## config.mk

```make
export PLATFORM = sky130hd
export DESIGN_NAME = wb_interconnect_nxn_rr
export DESIGN_NICKNAME = d
export VERILOG_FILES = /design/src/rtl/wb_interconnect_nxn_rr_pkg.sv /design/src/rtl/wb_interconnect_rr_arb.sv /design/src/rtl/wb_interconnect_nxn_rr.sv
export SDC_FILE = /design/constraint.sdc
export NUM_CORES = 1
export LEC_CHECK = 0
export ABC_AREA = 1
export BUFFER_PORTS_ARGS = -buffer_cell sky130_fd_sc_hd__buf_2
export CORE_AREA = 2 2 166 168
export DETAILED_ROUTE_END_ITERATION = 7
export DIE_AREA = 0 0 168 170
export MAX_ROUTING_LAYER = met4
export PLACE_DENSITY = 0.41
export SYNTH_ARGS = -nofsm -noshare
export SYNTH_HDL_FRONTEND = slang
export SYNTH_SLANG_ARGS = --single-unit
```

## constraint.sdc

```tcl
create_clock -name clk_i -period 1.4 [get_ports clk_i]
set_input_delay 0.14 -clock clk_i [delete_from_list [all_inputs] [get_ports clk_i]]
set_output_delay 0.14 -clock clk_i [all_outputs]
set_load 0.01 [all_outputs]
```

## src/rtl/wb_interconnect_nxn_rr_pkg.sv

```systemverilog
// Shared definitions for the registered-grant NxN Wishbone crossbar:
// arbiter state encoding and index-width helper.
package wb_interconnect_nxn_rr_pkg;

    typedef enum logic {
        ARB_IDLE    = 1'b0,
        ARB_GRANTED = 1'b1
    } arb_state_e;

    function automatic int id_width(input int n);
        return (n > 1) ? $clog2(n) : 1;
    endfunction

endpackage

```

## src/rtl/wb_interconnect_rr_arb.sv

```systemverilog
// Per-target round-robin arbiter with a locked grant that persists
// while the owner holds its bus cycle on this target.
module wb_interconnect_rr_arb
    import wb_interconnect_nxn_rr_pkg::*;
#(
    parameter int N_REQ = 2,
    localparam int IW = id_width(N_REQ)
) (
    input  logic             clk_i,
    input  logic             rst_i,
    input  logic [N_REQ-1:0] req_i,
    input  logic             lock_i,
    input  logic             release_i,
    output logic [N_REQ-1:0] gnt_o,
    output logic [IW-1:0]    gnt_idx_o,
    output logic             granted_o
);

    arb_state_e       state_q, state_d;
    logic [N_REQ-1:0] gnt_q, gnt_d;
    logic [IW-1:0]    last_q, last_d;
    logic [N_REQ-1:0] req_m;
    logic [IW-1:0]    win;
    logic             found;
    logic             rearb;

    always_comb begin
        req_m = req_i;
        // The releasing owner must not immediately win its own grant back.
        if (state_q == ARB_GRANTED) begin
            req_m = req_i & ~gnt_q;
        end
        found = 1'b0;
        win   = last_q;
        for (int k = 1; k <= N_REQ; k++) begin
            if (!found && req_m[(int'(last_q) + k) % N_REQ]) begin
                found = 1'b1;
                win   = IW'((int'(last_q) + k) % N_REQ);
            end
        end
        rearb   = (state_q == ARB_IDLE) || !lock_i || release_i;
        state_d = state_q;
        gnt_d   = gnt_q;
        last_d  = last_q;
        if (rearb) begin
            if (found) begin
                state_d = ARB_GRANTED;
                gnt_d   = N_REQ'(1) << win;
                last_d  = win;
            end else begin
                state_d = ARB_IDLE;
                gnt_d   = '0;
            end
        end
    end

    always_ff @(posedge clk_i) begin
        if (rst_i) begin
            state_q <= ARB_IDLE;
            gnt_q   <= '0;
            last_q  <= IW'(N_REQ - 1);
        end else begin
            state_q <= state_d;
            gnt_q   <= gnt_d;
            last_q  <= last_d;
        end
    end

    assign gnt_o     = gnt_q;
    assign gnt_idx_o = last_q;
    assign granted_o = (state_q == ARB_GRANTED);

endmodule

```

## src/rtl/wb_interconnect_nxn_rr.sv

```systemverilog
// NxN Wishbone crossbar: masked decode, per-target round-robin locked
// grants, per-target stall watchdog and an unmapped-address error responder.
module wb_interconnect_nxn_rr
    import wb_interconnect_nxn_rr_pkg::*;
#(
    parameter int WB_ADDR_WIDTH  = 32,
    parameter int WB_DATA_WIDTH  = 32,
    parameter int N_INITIATORS   = 2,
    parameter int N_TARGETS      = 2,
    parameter logic [N_TARGETS*WB_ADDR_WIDTH-1:0] T_ADR =
        {32'h2000_0000, 32'h1000_0000},
    parameter logic [N_TARGETS*WB_ADDR_WIDTH-1:0] T_ADR_MASK =
        {32'hF000_0000, 32'hF000_0000},
    parameter int TIMEOUT_CYCLES = 256
) (
    input  logic                                    clk_i,
    input  logic                                    rst_i,
    input  logic [N_INITIATORS*WB_ADDR_WIDTH-1:0]   adr_i,
    input  logic [N_INITIATORS*WB_DATA_WIDTH-1:0]   dat_w_i,
    input  logic [N_INITIATORS*WB_DATA_WIDTH/8-1:0] sel_i,
    input  logic [N_INITIATORS-1:0]                 cyc_i,
    input  logic [N_INITIATORS-1:0]                 stb_i,
    input  logic [N_INITIATORS-1:0]                 we_i,
    output logic [N_INITIATORS*WB_DATA_WIDTH-1:0]   dat_r_o,
    output logic [N_INITIATORS-1:0]                 ack_o,
    output logic [N_INITIATORS-1:0]                 err_o,
    output logic [N_TARGETS*WB_ADDR_WIDTH-1:0]      tadr_o,
    output logic [N_TARGETS*WB_DATA_WIDTH-1:0]      tdat_w_o,
    output logic [N_TARGETS*WB_DATA_WIDTH/8-1:0]    tsel_o,
    output logic [N_TARGETS-1:0]                    tcyc_o,
    output logic [N_TARGETS-1:0]                    tstb_o,
    output logic [N_TARGETS-1:0]                    twe_o,
    input  logic [N_TARGETS*WB_DATA_WIDTH-1:0]      tdat_r_i,
    input  logic [N_TARGETS-1:0]                    tack_i,
    input  logic [N_TARGETS-1:0]                    terr_i
);

    localparam int AW = WB_ADDR_WIDTH;
    localparam int DW = WB_DATA_WIDTH;
    localparam int SW = WB_DATA_WIDTH / 8;
    localparam int NI = N_INITIATORS;
    localparam int NT = N_TARGETS;
    localparam int IW = id_width(NI);
    localparam int TW = id_width(NT);
    localparam int CW = id_width(TIMEOUT_CYCLES);

    logic [NI-1:0] hit;
    logic [TW-1:0] tgt [NI];
    logic [NI-1:0] unmapped;
    logic [NI-1:0] err_pend_q, err_pend_d;
    logic [NI-1:0] req [NT];
    logic [NI-1:0] gnt_oh [NT];
    logic [IW-1:0] own [NT];
    logic [NT-1:0] granted, hold, rel, stalled;
    logic [NT-1:0] to_q, to_d;
    logic [CW-1:0] cnt_q [NT], cnt_d [NT];

    // Lowest-numbered matching target wins, hence the descending scan.
    always_comb begin
        for (int i = 0; i < NI; i++) begin
            hit[i] = 1'b0;
            tgt[i] = '0;
            for (int t = NT - 1; t >= 0; t--) begin
                if (cyc_i[i] && stb_i[i] &&
                    ((adr_i[i*AW +: AW] & T_ADR_MASK[t*AW +: AW])
                     == T_ADR[t*AW +: AW])) begin
                    hit[i] = 1'b1;
                    tgt[i] = TW'(t);
                end
            end
            unmapped[i]   = cyc_i[i] & stb_i[i] & ~hit[i];
            err_pend_d[i] = unmapped[i] & ~err_pend_q[i];
        end
        for (int t = 0; t < NT; t++) begin
            for (int i = 0; i < NI; i++) begin
                req[t][i] = hit[i] && (tgt[i] == TW'(t));
            end
        end
    end

    for (genvar t = 0; t < NT; t++) begin : g_arb
        wb_interconnect_rr_arb #(
            .N_REQ(NI)
        ) u_arb (
            .clk_i    (clk_i),
            .rst_i    (rst_i),
            .req_i    (req[t]),
            .lock_i   (hold[t]),
            .release_i(to_q[t]),
            .gnt_o    (gnt_oh[t]),
            .gnt_idx_o(own[t]),
            .granted_o(granted[t])
        );
    end

    always_comb begin
        tadr_o   = '0;
        tdat_w_o = '0;
        tsel_o   = '0;
        tcyc_o   = '0;
        tstb_o   = '0;
        twe_o    = '0;
        for (int t = 0; t < NT; t++) begin
            hold[t] = cyc_i[own[t]] &&
                      (!stb_i[own[t]] ||
                       (hit[own[t]] && (tgt[own[t]] == TW'(t))));
            rel[t]  = granted[t] & (~hold[t] | to_q[t]);
            if (granted[t]) begin
                tadr_o[t*AW +: AW]   = adr_i[int'(own[t])*AW +: AW];
                tdat_w_o[t*DW +: DW] = dat_w_i[int'(own[t])*DW +: DW];
                tsel_o[t*SW +: SW]   = sel_i[int'(own[t])*SW +: SW];
                tcyc_o[t]            = cyc_i[own[t]] & ~to_q[t];
                tstb_o[t]            = stb_i[own[t]] & ~to_q[t];
                twe_o[t]             = we_i[own[t]];
            end
        end
    end

    // A late tack in the timeout cycle suppresses the watchdog error.
    always_comb begin
        ack_o   = '0;
        err_o   = err_pend_q;
        dat_r_o = '0;
        for (int t = 0; t < NT; t++) begin
            for (int i = 0; i < NI; i++) begin
                if (gnt_oh[t][i]) begin
                    ack_o[i] = ack_o[i] | tack_i[t];
                    err_o[i] = err_o[i] | terr_i[t] |
                               (to_q[t] & ~tack_i[t]);
                    dat_r_o[i*DW +: DW] = dat_r_o[i*DW +: DW] |
                                          tdat_r_i[t*DW +: DW];
                end
            end
        end
    end

    always_comb begin
        for (int t = 0; t < NT; t++) begin
            stalled[t] = tcyc_o[t] & tstb_o[t] & ~tack_i[t] & ~terr_i[t];
            cnt_d[t]   = cnt_q[t];
            to_d[t]    = 1'b0;
            if (!granted[t] || rel[t] || tack_i[t] || terr_i[t]) begin
                cnt_d[t] = '0;
            end else if (stalled[t]) begin
                if ((TIMEOUT_CYCLES != 0) &&
                    (cnt_q[t] == CW'(TIMEOUT_CYCLES - 1))) begin
                    to_d[t]  = 1'b1;
                    cnt_d[t] = '0;
                end else begin
                    cnt_d[t] = cnt_q[t] + CW'(1);
                end
            end
        end
    end

    always_ff @(posedge clk_i) begin
        if (rst_i) begin
            err_pend_q <= '0;
            to_q       <= '0;
            for (int t = 0; t < NT; t++) begin
                cnt_q[t] <= '0;
            end
        end else begin
            err_pend_q <= err_pend_d;
            to_q       <= to_d;
            for (int t = 0; t < NT; t++) begin
                cnt_q[t] <= cnt_d[t];
            end
        end
    end

endmodule

```

==> impl_metrics.py, run 1 <==
metrics = {
    "floorplanning": {
        "rows": 60,
        "die_h_um": 170,
        "die_x_um": 168,
        "core_area_um2": 26650,
        "io_pins": 422,
        "initial_core_util_pct": 16.02,
        "dieArea_um2": 28560,
    },
    "clock_network": {
        "cts_root_buffer": "clkbuf_16",
        "cts_buffers": 3,
        "hold_buffers": 0,
        "cts.sink_count": 28,
        "cts_tree": "done",
        "cts_buffer_depth": 2,
        "clk_pin_slew_ns": 0.07,
        "insertion_delay_ns": 0.26,
        "htree_levels": 1,
    },
    "synthesis": {
        "yosys_warnings": 0,
        "syn_inst": 844,
        "synth_area_um2": 4269,
        "synthTopCellsByArea": "nor2_1 (25%), o21ai_0 (16%), dfxtp_1 (13%), o22ai_1 (9.7%), inv_1 (8.6%)",
        "syn_avg_cell_area_um2": 5.058,
        "yosysTopAreaCell": "nor2_1",
        "synth-seq-cells": 28,
        "seq_area_frac_synth_pct": 13.13,
        "synth_top_cell_area_share_pct": 25.32,
        "synthesis.nets": 1058,
        "yosys.cell_types.count": 31,
    },
    "outcome": {
        "outcome": "finished with violations",
        "failed_checks": "negative setup slack",
    },
    "cells_and_area": {
        "multi_input_area_um2": 3817,
        "area_growth_pct": 108.4,
        "regArea_um2": 590.6,
        "layout-drive-gt1-share_pct": 54.48,
        "nets": 1511,
        "fillers": 2977,
        "fin_util_pct": 33.38,
        "final_area_um2": 8896,
    },
    "sta": {
        "tightest_slew_ns": 0.4455,
        "timing.fmax_ghz": 0.6409,
        "drv_slew": 0,
        "fin_crit_sh_pct": 111.4,
        "tns_ns": -12.79,
        "finalWorstSetupSlack_ns": -0.1602,
        "whs_ns": 0.1583,
        "setup_viol_count_final": 153,
        "finalHoldViolations": 0,
        "period_needed_ns": 1.560,
        "rsz0062_at_grt": "yes",
        "slew_headroom_pct": 70.19,
        "skew_ns": 0.003818,
    },
    "setup_path": {
        "cpPeakStageDelay_ns": 0.37,
        "critPathLaunchType": "flop",
        "cp_common_cell": "buf_12",
        "cp_top_family": "buffers and inverters",
        "crit_chain": "buf_12 -> buf_12 -> buf_8 -> o21ai_0 -> nor2_1 -> buf_2",
        "critPathArrivalTime_ns": 1.42,
        "cp_num_buf_inv": 4,
        "crit_fanout": 6,
        "path_class": "reg -> out",
        "crit_path_top_delay_cell": "dfxtp_4",
        "cp.required_ns": 1.26,
        "worstSetupEndpointType": "primary output",
    },
    "min_path": {
        "hp-class": "in -> reg",
    },
    "power": {
        "irDropWorstVdd_v": 0.0003670,
        "p_leak_nw": 4.606,
        "power.density_nw_per_um2": 325.0,
    },
    "route": {
        "drc": 0,
        "antenna_left": 0,
        "wl_per_cell_um": 17.44,
        "routed_wl_mm": 28.58,
        "drt_iter0_drc": 358,
        "vias_per_cell": 4.585,
        "vias": 7514,
        "first_pass_iters": 4,
    },
    "run": {
        "max_cap_violations": 0,
    },
    "global_route": {
        "grt_use_total_pct": 18.32,
        "grt_busiest_layer": "met2",
        "use_met2_pct": 32.14,
        "use_met3_pct": 1.442,
        "grt_max_degree": 41,
        "antenna_found_initial": 3,
        "grt_pass1_wl_mm": 39.96,
        "use_met1_pct": 23.33,
        "grt_overflow_total": 0,
        "grt_pass1_vias": 6787,
    },
    "placed_design": {
        "portBuffers": 421,
        "hpwl_mm": 19.01,
        "place_congestion": 0.9368,
        "place_area_um2": 7081,
        "pre_cts_slack_ns": -0.08074,
    },
}
[final cells by class]
class                      instances  share of cell area (%)
clock buffer                       3                  0.8439
inverter                         102                   4.473
antenna                            2                 0.05626
tap                              341                   4.796
timing repair buffer             508                   39.94
sequential                        28                   6.639
clock inverter                     1                  0.3376
multi-input combinational        654                   42.91
[worst register-to-register path, delay by kind of cell (launching register included)]
| family | cells | cell delay, ns |
|---|---|---|
| buf+inv | 4 | 0.47 |
| flops | 1 | 0.40 |
| compound gates | 1 | 0.14 |
| simple gates | 3 | 0.43 |
[flip-flops by register name (all words and copies together) (netlist names)]
register,flops
to_q,2
g_arb.u_arb.gnt_idx_o,2
g_arb.u_arb.granted_o,2
cnt_q,16
g_arb.u_arb.gnt_o,4
err_pend_q,2
[stage by stage]
stage	std cells	power, W
floorplan	844	0.001188
global placement	1594	0.001726
detailed placement	1594	0.001732
CTS	1625	0.002819
global route	1639	0.003060
finish	1639	0.002892
[cell usage after synthesis]
library cell	n
a21o_1	1
a21oi_1	21
a221o_1	2
and2_1	2
buf_1	8
buf_2	6
buf_4	3
buf_6	3
clkbuf_1	41
dfxtp_1	28
ha_1	2
inv_1	98
inv_2	4
nand2_1	63
nand2_2	5
nand3_1	23
nand3_2	3
nand4_1	13
nor2_1	288
nor2_2	4
nor2_4	2
nor3_1	2
nor3b_1	1
o211ai_2	1
o21a_1	4
o21ai_0	138
o21ai_1	1
o21bai_1	2
o22ai_1	66
xnor2_1	3
xor2_1	6
[what timing repair did]
item / 4_1_cts / 5_1_grt
setup buffers: 11 / 7
gates cloned: 16 / 8
setup endpoints to repair: 214 / 233
pin swaps: 53 / 62
resized for setup: 238 / 132
[path summary, 6_finish.rpt]
path / endpoint / depth (start not counted) / start / slack (ns)
hold reg to reg: err_pend_q[1]$_SDFF_PP0_ / 1 / err_pend_q[1]$_SDFF_PP0_ / 0.43
hold / removal: g_arb[0].u_arb.granted_o$_SDFFE_PP0P_ / 2 / rst_i / 0.16
setup reg to reg: cnt_q[0][6]$_SDFFE_PP0P_ / 8 / g_arb[0].u_arb.gnt_idx_o$_SDFFE_PP1P_ / -0.09
setup / recovery: tdat_w_o[51] / 6 / g_arb[1].u_arb.gnt_idx_o$_SDFFE_PP1P_ / -0.16
[metal layers]
layer  part of all wire, %  vias to the layer above
li1                      -                     3690
met3                   5.0                       37
met5                     0                        -
met4                   2.1                        0
met2                    50                      298
met1                    43                     3489
[power breakdown]
group | switching (W) | internal (W) | leakage [nW] | total (W)
Sequential | 0.00000953 | 0.000789 | 0.231 | 0.000799
Clock | 0.000299 | 0.000570 | 0.0511 | 0.000869
Combinational | 0.000655 | 0.000568 | 4.32 | 0.00122
Total | 0.000964 | 0.00193 | 4.61 | 0.00289
[cell usage in the layout (no fill, tap or decap), types with 12 or more instances in the layout]
cell type and instances:
a21oi_1 12, buf_12 23, buf_16 13, buf_2 414, buf_4 31, buf_6 14, dfxtp_1 18, inv_1 94
nand2_1 54, nand3_1 19, nand4_1 13, nor2_1 243, nor2_2 38, nor2_4 13, o21ai_0 34, o21ai_1 30
o21ai_2 72, o22ai_1 50
[cell families after synthesis]
| kind of cell | after synthesis | synth area share (%) |
|---|---|---|
| AOI/OAI and AO/OA | 236 | 30.42 |
| xor gates and xnor gates | 9 | 1.847 |
| adders and majority gates | 2 | 0.5861 |
| buffers and inverters | 163 | 15.30 |
| DFF | 28 | 13.13 |
| and+or+nand+nor | 406 | 38.72 |
Note: power is estimated with default switching activity, not from simulation.
==> inputs of run 2 (changes only) <==
- CORE_AREA: 2 2 166 168 -> 2 2 164 166
- CTS_CLUSTER_DIAMETER: default -> 30
- DIE_AREA: 0 0 168 170 -> 0 0 166 168
- PLACE_DENSITY: 0.41 -> 0.42
- clock period: 1.4 -> 2 ns (I/O delays scaled with it)
==> run 2 against run 1 <==
Net effect:
- cell area is 23% lower
- core utilization is 7.3 points lower
- sequential cell count stayed put
- first-iteration DRC count is 23% higher
- final cell count is 4.0% lower
- critical endpoint is now dat_r_o[34]
- sequential share of layout area is 1.6 points higher
- critical path depth is 1 lower
- routed wire length is 17% lower
- clock power is 43% lower
- clock skew is 0.0012 ns lower
- hold slack better by 0.085 ns
- via count is 7.5% lower
- the run now ends clean
==> impl_metrics.py, run 2 (synthesis gave the netlist of run 1 again) <==
metrics = {
    "cells_and_area": {
        "nets": 1445,
        "regMostFlops": "cnt_q",
        "layout_commonest_cell": "buf_2",
        "mostFrequentLayoutCells": "buf_2 (421), nor2_1 (288), o21ai_0 (138)",
        "final_area_um2": 6882,
        "final_cells": 1574,
        "fin_util_pct": 26.12,
        "area_growth_pct": 61.20,
        "layout-drive-gt1-share_pct": 38.29,
        "largest_register_ffs": 16,
    },
    "global_route": {
        "antenna_found_initial": 2,
        "grt_max_degree": 72,
        "grt_pass1_vias": 6150,
        "grt_overflow_total": 0,
        "grt_pass1_wl_mm": 35.01,
        "grt_use_total_pct": 15.69,
    },
    "sta": {
        "slew_headroom_pct": 64.17,
        "tns_ns": 0,
        "period_needed_ns": 1.858,
        "finalHoldViolations": 0,
        "tightest_slew_ns": 0.5368,
        "timing.fmax_ghz": 0.5382,
        "whs_ns": 0.2436,
        "fin_crit_sh_pct": 92.90,
        "rsz0062_at_grt": "no",
        "setup_viol_count_final": 0,
        "skew_ns": 0.002592,
        "drv_slew": 0,
    },
    "placed_design": {
        "place_inst": 1565,
        "place_congestion": 0.8967,
        "hpwl_mm": 18.11,
        "place_area_um2": 6763,
        "portBuffers": 421,
    },
    "clock_network": {
        "clk_pin_slew_ns": 0.07,
        "hold_buffers": 0,
        "cts_tree": "done",
        "cts_buffer_depth": 2,
        "htree_levels": 1,
        "cts_root_buffer": "clkbuf_16",
        "cts.sink_count": 28,
        "cts_buffers": 3,
        "insertion_delay_ns": 0.26,
    },
    "route": {
        "wl_per_cell_um": 15.09,
        "vias": 6954,
        "drt_iter0_drc": 439,
        "antenna_left": 0,
        "first_pass_iters": 5,
        "drc": 0,
        "vias_per_cell": 4.418,
        "routed_wl_mm": 23.75,
    },
    "setup_path": {
        "cp.required_ns": 1.80,
        "crit_fanout": 11,
        "path_class": "reg -> out",
        "rrSetupSlack_ns": 0.29,
        "worstSetupEndpointType": "primary output",
        "r2r-start": "g_arb[1].u_arb.gnt_idx_o$_SDFFE_PP1P_",
        "reg2regPathDepth": 5,
        "crit_start": "g_arb[0].u_arb.gnt_o[1]$_SDFFE_PP0P_",
        "critPathLaunchType": "flop",
        "critPathArrivalTime_ns": 1.66,
        "regToRegEndpoint": "cnt_q[0][10]$_SDFFE_PP0P_",
    },
    "power": {
        "irDropWorstVdd_v": 0.0003213,
        "p_leak_nw": 3.911,
        "power.density_nw_per_um2": 242.0,
    },
    "floorplanning": {
        "rows": 60,
        "die_x_um": 166,
        "die_h_um": 168,
        "initial_core_util_pct": 16.20,
        "dieArea_um2": 27890,
        "core_area_um2": 26350,
        "io_pins": 422,
    },
    "min_path": {
        "hold_start": "rst_i",
        "whs_path_depth": 2,
        "whs_endpoint": "g_arb[1].u_arb.granted_o$_SDFFE_PP0P_",
        "hp-class": "in -> reg",
    },
    "outcome": {
        "outcome": "completed",
    },
    "run": {
        "max_cap_violations": 0,
    },
}
-- run 2: cell type report --
class | instances | area [µm²]
antenna | 3 | 7.507
clock buffer | 4 | 88.84
fill | 3046 | 19470
inverter | 102 | 386.6
multi-input combinational | 653 | 3055
sequential | 28 | 565.5
tap | 341 | 426.7
timing repair buffer | 442 | 2344
timing repair inverter | 1 | 7.507
-- run 2: report_power, final --
| group | switching [W] | internal [W] | total, W |
|---|---|---|---|
| registers | 0.00000542 | 0.000561 | 0.000567 |
| logic | 0.000332 | 0.000268 | 0.000600 |
| clock network | 0.000193 | 0.000307 | 0.000499 |
| total | 0.000530 | 0.00114 | 0.00167 |
-- run 2: per-stage QoR --
| step | setup slack (ns) | power (W) |
|---|---|---|
| finish | 0.1420 | 0.001665 |
| global route | 0.04318 | 0.001774 |
| CTS | 0.1189 | 0.001685 |
| detailed placement | 0.3219 | 0.001178 |
| global placement | 0.4062 | 0.001177 |
| floorplan | 0.6333 | 0.0008314 |
-- run 2: worst max-delay path, cell delays in order (launching register included) --
cell and delay (ns):
dfxtp_1 0.54, clkinvlp_4 0.13, buf_4 0.20, buf_4 0.18, o22ai_1 0.19, buf_2 0.16
-- run 2: routing by layer --
layer / global-route usage [%] / wire (µm) / vias to the layer above
met5: - / 0 / -
met4: 2.760 / 314 / 0
met3: 1.740 / 1398 / 20
met2: 27.10 / 11790 / 279
met1: 20.01 / 10250 / 3127
li1: - / - / 3528
-- run 2: worst max-delay path by stage --
stage                                           end  cells past startpoint  slack, ns
after floorplan                        tdat_w_o[14]                      6       0.63
after global placement    cnt_q[0][10]$_SDFFE_PP0P_                      5       0.41
after detailed placement  cnt_q[0][10]$_SDFFE_PP0P_                      5       0.32
after CTS                               dat_r_o[34]                      4       0.12
after global routing                    dat_r_o[34]                      5       0.04
final                                   dat_r_o[34]                      5       0.14
-- run 2: repair_timing --
item                                    4_1_cts  5_1_grt
setup buffers                                 0        1
gates resized for setup                       0        3
endpoints found under the setup margin        0        4
==> inputs of run 3 (changes only) <==
- ABC_AREA: 1 -> default
- CORE_AREA: 2 2 164 166 -> 2 2 163 165
- DIE_AREA: 0 0 166 168 -> 0 0 165 167
- PLACE_DENSITY: 0.42 -> 0.43
==> run 3 against run 2 <==
Net effect:
- count of clock-buffer cells in the layout decreased by 1
- hold slack got worse by 0.040 ns
- highest routed layer unchanged
- combinational power increased by 7.3%
- clock power increased by 19%
- maximum frequency increased by 2.3%
- global-route usage decreased by 1.1 points
- largest power group unchanged
- critical path type is now reg -> reg
==> impl_metrics.py, run 3 <==
metrics = {
    "setup_path": {
        "worstSetupEndpointType": "flop",
        "cpPeakStageDelay_ns": 0.42,
        "crit_path_top_delay_cell": "a2111oi_4",
        "reg2regPathDepth": 5,
        "r2r-start": "g_arb[0].u_arb.gnt_idx_o$_SDFFE_PP1P_",
        "critPathArrivalTime_ns": 2.01,
        "critPathLaunchType": "flop",
        "crit_start": "g_arb[0].u_arb.gnt_idx_o$_SDFFE_PP1P_",
        "cp_top_family": "simple AND/OR/NAND/NOR gates",
        "rrSetupSlack_ns": 0.18,
        "cp.required_ns": 2.20,
        "cp_num_buf_inv": 0,
        "crit_chain": "nand2b_2 -> a2111oi_4 -> nand4_2 -> or3b_1 -> a21oi_1",
        "path_depth": 5,
        "crit_fanout": 6,
        "path_class": "reg -> reg",
        "regToRegEndpoint": "cnt_q[0][7]$_SDFFE_PP0P_",
        "crit_end": "cnt_q[0][7]$_SDFFE_PP0P_",
    },
    "min_path": {
        "hold_start": "cyc_i[1]",
        "whs_path_depth": 3,
        "hp-class": "in -> reg",
    },
    "sta": {
        "setup_viol_count_final": 0,
        "tns_ns": 0,
        "period_needed_ns": 1.815,
        "finalHoldViolations": 0,
        "skew_ns": 0.003366,
        "tightest_slew_ns": 0.4177,
        "drv_slew": 0,
        "slew_headroom_pct": 72.15,
        "timing.fmax_ghz": 0.5509,
        "fin_crit_sh_pct": 90.77,
        "rsz0062_at_grt": "no",
    },
    "synthesis": {
        "synth_top_family_by_area": "multiplexers",
        "synthAdderAreaFrac_pct": 0.5505,
        "yosys-top-cells-count": "nor2b_1 (142), mux2i_1 (141), a22o_1 (66)",
        "yosys_warnings": 0,
        "synth_compound_area_share_pct": 18.66,
        "muxShareOfSynthArea_pct": 31.54,
        "syn_inst": 574,
        "yosys.cell_types.count": 47,
        "synth-simple-area-share_pct": 29.51,
        "synth.most_common_cell": "nor2b_1",
        "synth_xor_area_share_pct": 2.312,
        "synth_top_cell_area_share_pct": 31.05,
        "seq_area_frac_synth_pct": 12.33,
        "yosysTopAreaCell": "mux2i_1",
        "syn_avg_cell_area_um2": 7.919,
        "synth_area_um2": 4546,
        "synth_edf_count": 0,
        "synth_ff_type": "dfxtp_1",
        "synth-seq-cells": 28,
        "synthTopCellsByArea": "mux2i_1 (31%), nor2b_1 (20%), a22o_1 (13%), dfxtp_1 (12%), clkbuf_1 (3.1%)",
        "async_reset_ff_share_pct": 0,
        "synthesis.nets": 788,
    },
    "clock_network": {
        "cts_root_buffer": "clkbuf_16",
        "cts.sink_count": 28,
        "insertion_delay_ns": 0.26,
        "clk_pin_slew_ns": 0.07,
        "htree_levels": 1,
        "hold_buffers": 0,
        "cts_tree": "done",
        "cts_buffers": 3,
        "cts_buffer_depth": 2,
        "post_cts_buffers": 0,
    },
    "cells_and_area": {
        "regMostFlops": "cnt_q",
        "nets": 1182,
        "area_growth_pct": 59.40,
        "mostFrequentLayoutCells": "buf_2 (421), nor2b_1 (142), mux2i_1 (141)",
        "largest_register_ffs": 16,
        "final_cells": 1303,
        "final_area_um2": 7246,
        "layout_commonest_cell": "buf_2",
        "layout-drive-gt1-share_pct": 47.36,
    },
    "outcome": {
        "outcome": "completed",
    },
    "route": {
        "vias": 5764,
        "wl_per_cell_um": 17.03,
        "drc": 0,
        "drt_iter0_drc": 175,
        "routed_wl_mm": 22.19,
        "vias_per_cell": 4.424,
        "antenna_left": 0,
        "first_pass_iters": 4,
    },
    "power": {
        "irDropWorstVdd_v": 0.0003523,
        "power.density_nw_per_um2": 248.2,
        "p_leak_nw": 4.620,
    },
    "floorplanning": {
        "die_h_um": 167,
        "rows": 59,
        "initial_core_util_pct": 17.64,
        "core_area_um2": 25760,
        "io_pins": 422,
        "dieArea_um2": 27560,
        "die_x_um": 165,
    },
    "placed_design": {
        "place_area_um2": 7069,
        "place_inst": 1296,
        "portBuffers": 421,
        "hpwl_mm": 17.43,
        "place_congestion": 0.8728,
    },
    "run": {
        "max_cap_violations": 0,
    },
    "global_route": {
        "grt_max_degree": 73,
        "grt_pass1_vias": 5463,
        "grt_use_total_pct": 14.59,
        "grt_pass1_wl_mm": 30.83,
        "antenna_found_initial": 0,
        "grt_overflow_total": 0,
    },
}
[run 3: worst reg2reg max path, delay by kind of cell, from the launching register on]
family	cells	cell delay, ns
AO/OA/AOI/OAI	2	0.56
AND/OR/NAND/NOR	3	0.81
flip-flops	1	0.39
[run 3: report_power, final]
part / total (W) / internal [W] / switching, W
registers: 0.000561 / 0.000558 / 0.00000285
clock network: 0.000593 / 0.000399 / 0.000194
logic: 0.000644 / 0.000319 / 0.000325
total: 0.00180 / 0.00128 / 0.000522
[run 3: what timing repair did]
action                                  CTS  global route
endpoints found under the hold margin     0             0
endpoints found under the setup margin    0             4
gates resized for setup                   0             3
[run 3: kinds of logic (layout without fill, tap and decap cells)]
| group | Yosys count | in the layout |
|---|---|---|
| AO/OA/AOI/OAI | 102 | 102 |
| XOR/XNOR | 12 | 12 |
| adder cells (fa/ha/maj) | 2 | 2 |
| buffers and inverters | 60 | 453 |
| flip-flops | 28 | 28 |
| multiplexers | 143 | 143 |
| other | 0 | 1 |
| AND/OR/NAND/NOR | 227 | 227 |
[run 3: stage by stage]
| step | utilization, % | hold slack [ns] | total power, W | setup WS [ns] |
|---|---|---|---|---|
| 4_1_cts | 27.85 | 0.1984 | 0.001825 | 0.02981 |
| 3_5_place_dp | 27.44 | 0.4202 | 0.001221 | 0.1223 |
| 5_1_grt | 28.11 | 0.1940 | 0.001910 | 0.05479 |
| 3_3_place_gp | 27.44 | 0.4155 | 0.001213 | 0.1261 |
| 6_report | 28.12 | 0.2038 | 0.001798 | 0.1847 |
| 2_1_floorplan | - | 0.3240 | 0.0008185 | 0.1683 |
[run 3: area by class of cell]
type / count / area, µm²
Fill cell: 2846 / 18520
Clock buffer: 3 / 75.07
Inverter: 7 / 26.28
Antenna cell: 1 / 2.502
Tap cell: 335 / 419.2
Clock inverter: 1 / 30.03
Timing Repair Buffer: 442 / 2369
Sequential cell: 28 / 570.5
Multi-Input combinational cell: 486 / 3754
[run 3: worst min path at each step]
stage	endpoint	slack (ns)
2_1_floorplan	err_pend_q[1]$_SDFF_PP0_	0.32
3_3_place_gp	err_pend_q[1]$_SDFF_PP0_	0.42
3_5_place_dp	err_pend_q[1]$_SDFF_PP0_	0.42
4_1_cts	err_pend_q[1]$_SDFF_PP0_	0.20
5_1_grt	err_pend_q[1]$_SDFF_PP0_	0.19
6_report	err_pend_q[1]$_SDFF_PP0_	0.20
[run 3: metal layers]
layer | wire length, µm | vias up | GRT usage [%]
met5 | 0 | - | -
met4 | 208 | 0 | 1.664
met3 | 1438 | 14 | 1.220
met2 | 11660 | 267 | 27.55
met1 | 8885 | 2641 | 17.06
li1 | - | 2842 | -
